<file path="src/rtl/conv_pe_stream.sv">
// Streaming KxK convolution PE: line buffers feed a KxK window. Each completed window passes
// through registered products and then a registered sum+bias(+ReLU) that drives the outputs.
module conv_pe_stream #(
  parameter int KERNEL_SIZE = 3,
  parameter int FM_SIZE     = 8,
  parameter int STRIDE      = 1,
  parameter int DATA_W      = 8,
  parameter int WEIGHT_W    = 8,
  parameter int ACC_W       = 32,
  parameter int RELU        = 0
) (
  input  logic                                         i_clk,
  input  logic                                         i_rst,
  input  logic                                         i_wload,
  input  logic [$clog2(KERNEL_SIZE*KERNEL_SIZE+1)-1:0] i_waddr,
  input  logic signed [WEIGHT_W-1:0]                   i_wdata,
  input  logic                                         i_valid,
  input  logic signed [DATA_W-1:0]                     i_data,
  output logic                                         o_valid,
  output logic signed [ACC_W-1:0]                      o_data,
  output logic [$clog2(FM_SIZE)-1:0]                   o_row,
  output logic [$clog2(FM_SIZE)-1:0]                   o_col,
  output logic                                         o_frame_done,
  output logic                                         o_busy
);

  localparam int K   = KERNEL_SIZE;
  localparam int N   = FM_SIZE;
  localparam int S   = STRIDE;
  localparam int KK  = K * K;
  localparam int OUT = (N - K) / S + 1;
  localparam int AW  = $clog2(KK + 1);
  localparam int CW  = $clog2(N);
  localparam int PW  = DATA_W + WEIGHT_W;
  localparam int LBN = (K > 1) ? K - 1 : 1;

  logic [CW-1:0]              r_q, r_d, c_q, c_d;
  logic signed [DATA_W-1:0]   win_q [K][K];
  logic signed [DATA_W-1:0]   win_d [K][K];
  logic signed [DATA_W-1:0]   lb_q [LBN][N];
  logic signed [DATA_W-1:0]   lb_d [LBN][N];
  logic signed [DATA_W-1:0]   col_s [K];
  logic signed [WEIGHT_W-1:0] w_q [KK];
  logic signed [WEIGHT_W-1:0] w_d [KK];
  logic signed [WEIGHT_W-1:0] bias_q, bias_d;
  logic                       new_frame_q, new_frame_d, busy_q, busy_d;
  logic                       v0_q, v0_d, last0_q, last0_d;
  logic [CW-1:0]              row0_q, row0_d, col0_q, col0_d;
  logic signed [PW-1:0]       prod_q [KK];
  logic signed [PW-1:0]       prod_d [KK];
  logic                       v1_q, v1_d, last1_q, last1_d;
  logic [CW-1:0]              row1_q, row1_d, col1_q, col1_d;
  logic                       ov_q, ov_d, ofd_q, ofd_d;
  logic signed [ACC_W-1:0]    od_q, od_d, acc_s, res_s;
  logic [CW-1:0]              orow_q, orow_d, ocol_q, ocol_d;
  logic [31:0]                r32_s, c32_s, roff_s, coff_s, rdiv_s, cdiv_s;
  logic                       hit_s, last_s, first_s, wr_en_s;

  // Output-position decode for the pixel currently presented at (r_q, c_q).
  always_comb begin
    r32_s   = 32'(r_q);
    c32_s   = 32'(c_q);
    roff_s  = r32_s - 32'(K - 1);
    coff_s  = c32_s - 32'(K - 1);
    rdiv_s  = roff_s / 32'(S);
    cdiv_s  = coff_s / 32'(S);
    hit_s   = (r32_s >= 32'(K - 1)) && (c32_s >= 32'(K - 1)) &&
              ((roff_s % 32'(S)) == 32'd0) && ((coff_s % 32'(S)) == 32'd0);
    last_s  = (rdiv_s == 32'(OUT - 1)) && (cdiv_s == 32'(OUT - 1));
    first_s = i_valid && (r_q == {CW{1'b0}}) && (c_q == {CW{1'b0}});
  end

  // Raster counters, line buffers and window shift; everything holds while i_valid is low.
  always_comb begin
    r_d   = r_q;
    c_d   = c_q;
    win_d = win_q;
    lb_d  = lb_q;
    col_s[K-1] = i_data;
    for (int i = 0; i < K - 1; i++) begin
      col_s[i] = lb_q[K-2-i][c_q];
    end
    if (i_valid) begin
      if (c_q == CW'(N - 1)) begin
        c_d = {CW{1'b0}};
        if (r_q == CW'(N - 1)) begin
          r_d = {CW{1'b0}};
        end else begin
          r_d = r_q + CW'(1);
        end
      end else begin
        c_d = c_q + CW'(1);
      end
      for (int i = 0; i < K; i++) begin
        for (int j = 0; j < K - 1; j++) begin
          win_d[i][j] = win_q[i][j+1];
        end
        win_d[i][K-1] = col_s[i];
      end
      // lb[k] holds row r-1-k, so it takes the column entry one row newer.
      for (int k = 0; k < K - 1; k++) begin
        lb_d[k][c_q] = col_s[K-1-k];
      end
    end else begin
      r_d = r_q;
    end
  end

  // Stage-0 tag, frame tracking and weight/bias write port.
  always_comb begin
    v0_d    = i_valid && hit_s;
    row0_d  = CW'(rdiv_s);
    col0_d  = CW'(cdiv_s);
    last0_d = last_s;
    if (first_s) begin
      new_frame_d = 1'b1;
    end else if (i_valid && hit_s && last_s) begin
      new_frame_d = 1'b0;
    end else begin
      new_frame_d = new_frame_q;
    end
    // A new frame that starts before the previous frame_done keeps busy asserted.
    if (first_s) begin
      busy_d = 1'b1;
    end else if (ofd_q && !new_frame_q) begin
      busy_d = 1'b0;
    end else begin
      busy_d = busy_q;
    end
    w_d     = w_q;
    bias_d  = bias_q;
    wr_en_s = i_wload && !busy_q && (i_waddr <= AW'(KK));
    if (wr_en_s) begin
      if (i_waddr == AW'(KK)) begin
        bias_d = i_wdata;
      end else begin
        w_d[i_waddr] = i_wdata;
      end
    end else begin
      bias_d = bias_q;
    end
  end

  // Stage 1: full-precision signed products.
  always_comb begin
    for (int i = 0; i < K; i++) begin
      for (int j = 0; j < K; j++) begin
        prod_d[i*K+j] = PW'(win_q[i][j]) * PW'(w_q[i*K+j]);
      end
    end
    v1_d    = v0_q;
    row1_d  = row0_q;
    col1_d  = col0_q;
    last1_d = last0_q;
  end

  // Stage 2: wrap-around sum plus sign-extended bias, optional ReLU clamp.
  always_comb begin
    acc_s = ACC_W'(bias_q);
    for (int n = 0; n < KK; n++) begin
      acc_s = acc_s + ACC_W'(prod_q[n]);
    end
    if ((RELU != 0) && acc_s[ACC_W-1]) begin
      res_s = {ACC_W{1'b0}};
    end else begin
      res_s = acc_s;
    end
    ov_d  = v1_q;
    ofd_d = v1_q && last1_q;
    if (v1_q) begin
      od_d   = res_s;
      orow_d = row1_q;
      ocol_d = col1_q;
    end else begin
      od_d   = od_q;
      orow_d = orow_q;
      ocol_d = ocol_q;
    end
  end

  // State registers with synchronous reset.
  always_ff @(posedge i_clk) begin
    if (i_rst) begin
      r_q         <= {CW{1'b0}};
      c_q         <= {CW{1'b0}};
      for (int i = 0; i < K; i++) begin
        for (int j = 0; j < K; j++) begin
          win_q[i][j] <= {DATA_W{1'b0}};
        end
      end
      for (int k = 0; k < LBN; k++) begin
        for (int n = 0; n < N; n++) begin
          lb_q[k][n] <= {DATA_W{1'b0}};
        end
      end
      for (int n = 0; n < KK; n++) begin
        w_q[n]    <= {WEIGHT_W{1'b0}};
        prod_q[n] <= {PW{1'b0}};
      end
      bias_q      <= {WEIGHT_W{1'b0}};
      new_frame_q <= 1'b0;
      busy_q      <= 1'b0;
      v0_q        <= 1'b0;
      row0_q      <= {CW{1'b0}};
      col0_q      <= {CW{1'b0}};
      last0_q     <= 1'b0;
      v1_q        <= 1'b0;
      row1_q      <= {CW{1'b0}};
      col1_q      <= {CW{1'b0}};
      last1_q     <= 1'b0;
      ov_q        <= 1'b0;
      od_q        <= {ACC_W{1'b0}};
      orow_q      <= {CW{1'b0}};
      ocol_q      <= {CW{1'b0}};
      ofd_q       <= 1'b0;
    end else begin
      r_q         <= r_d;
      c_q         <= c_d;
      win_q       <= win_d;
      lb_q        <= lb_d;
      w_q         <= w_d;
      prod_q      <= prod_d;
      bias_q      <= bias_d;
      new_frame_q <= new_frame_d;
      busy_q      <= busy_d;
      v0_q        <= v0_d;
      row0_q      <= row0_d;
      col0_q      <= col0_d;
      last0_q     <= last0_d;
      v1_q        <= v1_d;
      row1_q      <= row1_d;
      col1_q      <= col1_d;
      last1_q     <= last1_d;
      ov_q        <= ov_d;
      od_q        <= od_d;
      orow_q      <= orow_d;
      ocol_q      <= ocol_d;
      ofd_q       <= ofd_d;
    end
  end

  assign o_valid      = ov_q;
  assign o_data       = od_q;
  assign o_row        = orow_q;
  assign o_col        = ocol_q;
  assign o_frame_done = ofd_q;
  assign o_busy       = busy_q;

endmodule

</file>
<file path="config.mk">
export PLATFORM = sky130hd
export DESIGN_NAME = conv_pe_stream
export DESIGN_NICKNAME = d
export VERILOG_FILES = /design/src/rtl/conv_pe_stream.sv
export SDC_FILE = /design/constraint.sdc
export NUM_CORES = 2
export LEC_CHECK = 0
export ABC_AREA = 1
export CAP_MARGIN = 10
export CELL_PAD_IN_SITES_DETAIL_PLACEMENT = 1
export CELL_PAD_IN_SITES_GLOBAL_PLACEMENT = 1
export CORE_AREA = 2 2 337 339
export CTS_BUF_LIST = sky130_fd_sc_hd__clkbuf_4
export CTS_CLUSTER_SIZE = 8
export DETAILED_ROUTE_END_ITERATION = 8
export DIE_AREA = 0 0 339 341
export HOLD_SLACK_MARGIN = 0.08
export PLACE_DENSITY_LB_ADDON = 0.15
export SETUP_SLACK_MARGIN = 0.2
export SYNTH_ARGS = -nofsm -noshare
export SYNTH_HDL_FRONTEND = slang
export SYNTH_SLANG_ARGS = --single-unit
</file>
<file path="constraint.sdc">
create_clock -name i_clk -period 8.7 [get_ports i_clk]
set_input_delay 2.61 -clock i_clk [delete_from_list [all_inputs] [get_ports i_clk]]
set_output_delay 2.61 -clock i_clk [all_outputs]
set_load 0.05 [all_outputs]
</file>
==> impl_metrics.csv <==
group,metric,value,unit
route,wire_per_inst,18.1,um
grt,grt_antenna_before_repair,7,
route,via_count,34700,
cts,cts_tree,"built",
yosys,synthCells,5618,
power,ir_drop,0.0000857,V
finish,final_common_cell,"inv_1",
route,ant_nets,0,
sta,final_hold_viol_count,0,
setup_path,rrSetupSlack,3.76,ns
cts,cts_setup_buffers,0,
setup_path,worstReg2RegStart,"bias_q[7]",
finish,nNetsFinal,6529,
setup_path,worst-path-stages,1,
cts,clock_latency,1.04,ns
route,first_pass_iters,5,
grt,grt_overflow,0,
sta,hold_ws,0.402,ns
power,p_leak,24.2,nW
grt,grt_usage,23.3,%
yosys,ys_ff_latch,481,
sta,tns,0,ns
finish,nFillCells,13700,
yosys,syn_nets,6571,
die,start_util,39.7,%
finish,fin_cells,7179,
cts,ctsHoldBuffers,0,
setup_path,reg2reg_depth,18,
setup_path,crit_required,6.09,ns
route,drt-total-wl,130000,um
cts,clockBufferDepth,3,
die,die_h,341,um
sta,fin_skew,0.0793,ns
min_path,hold_depth,2,
min_path,hold_path.class,"register to register",
place,place_inst,6928,
finish,final_cell_mix,"inv_1, nand2_1, fa_1",
die,die_w,339,um
route,drt_iter0_markers,1690,
setup_path,crit_chain,"clkdlybuf4s50_1",
die,die_area,0.116,mm2
cts,clk_pin_slew,0.06,ns
grt,grt_max_degree,177,
sta,relSlewSlack,30.3,%
sta,period_share,59.1,%
die,placementRows,123,
grt,grt_pass1_vias,38000,
setup_path,worstPathArrival,2.53,ns
cts,ctsHtreeMaxLevel,4,
route,drc_errors,0,
place,pre_cts_ws,3.38,ns
sta,setup_viol,0,
sta,rsz0062_at_grt,"no",
cts,numClockSinks,481,
yosys,syn_area,0.0444,mm2
finish,layout-drive-gt1-share,7.72,%
die,ios,65,
finish,area_growth,7.33,%
power,power_density,113,mW/mm2
setup_path,critical-path-max-stage-delay,0.91,ns
setup_path,critical_path.slowest_cell,"clkdlybuf4s50_1",
cts,cts_resized,0,
setup_path,critical_path.top_delay_family,"buffers and inverters",
yosys,ys_seq_area_share,21.7,%
sta,worst_pin_slew,1.04,ns
yosys,syn_area_per_cell,7.91,um2
place,gp_congestion,0.876,
setup_path,start_kind,"register",
status,status,"completed",
place,port_buffers,64,
setup_path,r2r_end,"o_data[19]",
sta,maxSlewViolCount,0,
run,cap_violations,0,
setup_path,crit_path_end,"o_frame_done",
yosys,synth_cell_types,43,
yosys,yosysWarnings,0,
sta,setup_slack,3.56,ns
setup_path,endpoint_kind,"output pin",
die,core,0.112,mm2
sta,fmax,0.194,GHz
setup_path,crit_fanout,3,
setup_path,criticalPathCategory,"register to output pin",
setup_path,path_buf_inv,1,
route,routed_via_density,4.84,
sta,fin_crit,5.14,ns
grt,grt_pass1_wl,212000,um
place,dp_hpwl,101000,um
setup_path,setup.worst_path.start,"o_frame_done",
cts,cts_buffers,146,
cts,cts_root_buf,"clkbuf_4",
-- worst min-delay path by stage --
stage,from,endpoint
after global routing,row0_q[0],row1_q[0]
final,v0_q,ov_d
after detailed placement,v0_q,ov_d
after global placement,v0_q,ov_d
after floorplan,col0_q[0],col1_q[0]
after CTS,col0_q[2],col1_q[2]
-- Yosys cell counts --
cell type,number,area [um2]
inv_1,1372,5150
clkbuf_4,2,15.0
nor2_2,7,43.8
a21oi_1,284,1420
or2_1,1,6.26
o22ai_1,16,100
clkbuf_1,200,751
buf_4,17,128
a31oi_1,13,81.3
a21o_1,24,180
nor3_1,16,80.1
or2_0,1,6.26
o211ai_1,5,37.5
nand3b_1,9,67.6
nand2_4,10,113
buf_2,26,130
and2_1,2,12.5
o21ai_0,429,2150
nor2_1,512,1920
inv_2,16,60.1
clkbuf_2,1,5.00
nand2_1,833,3130
o21ai_1,19,95.1
nand3_2,16,160
xor2_1,12,105
a21oi_2,55,482
nand2_2,5,31.3
nor3_4,1,16.3
buf_1,20,75.1
nor2_4,11,124
buf_6,7,78.8
nand4_1,27,169
o31ai_1,5,37.5
ha_1,301,3770
or2_2,57,357
o21a_1,4,30.0
clkinv_1,1,3.75
xnor2_1,48,420
fa_1,628,12600
nand3_1,95,475
o21bai_1,18,135
dfxtp_1,481,9630
o21ai_2,11,96.3
-- flip-flops by register name, summed over array words and instances, names as in the netlist, 8 cells and up --
signal and count:
prod_q 144, lb_q 128, w_q 72, win_q 72, o_data 25, bias_q 8
-- stage by stage --
| stage | total power [W] | cell area (um2) | utilization [%] |
|---|---|---|---|
| final | 0.00541 | 47700 | 42.6 |
| after floorplan | 0.00299 | 44400 | - |
| after global routing | 0.00574 | 47700 | 42.6 |
| after detailed placement | 0.00330 | 45900 | 41.1 |
| after global placement | 0.00328 | 45900 | 41.1 |
| after CTS | 0.00551 | 47700 | 42.6 |
-- kinds of logic (layout without fill, tap and decap cells) --
logic type	Yosys count	after routing	synth area share [%]
fa+ha+maj	929	929	36.8
simple gates	1603	1603	15.1
compound gates	883	883	10.9
buf+inv	1662	1718	14.4
flops	481	481	21.7
other cells	0	5	0
xor+xnor	60	60	1.18
-- per-layer routing --
layer  global-route usage [%]  part of all wire, %  vias up
met5                        0                0.010        -
met4                     6.81                  2.4        2
met3                     2.80                  3.0      164
met2                     39.0                   47      482
met1                     31.8                   48    17400
li1                         -                    -    16700
-- tightest hold or removal path, delay by kind of cell, from the launching register on --
family | cells | cell delay, ns
flops | 1 | 0.30
buf+inv | 1 | 0.04
simple gates | 1 | 0.03
-- power by group --
group / total, W / internal [W] / switching [W]
combinational: 0.000828 / 0.000272 / 0.000556
sequential: 0.00241 / 0.00228 / 0.000134
clock: 0.00216 / 0.00108 / 0.00108
-- final cells by class --
cell class / instances / area (um2) / share of cell area [%]
inverters: 1389 / 5220 / 10.9
clock inverters: 44 / 239 / 0.501
well taps: 1500 / 1880 / 3.93
multi-input cells: 3475 / 28400 / 59.6
flip-flops and latches: 481 / 9630 / 20.2
repair buffers: 83 / 786 / 1.65
diodes: 5 / 12.5 / 0.0262
clock buffers: 202 / 1520 / 3.18
No activity file was read; power rests on OpenSTA's default activity.
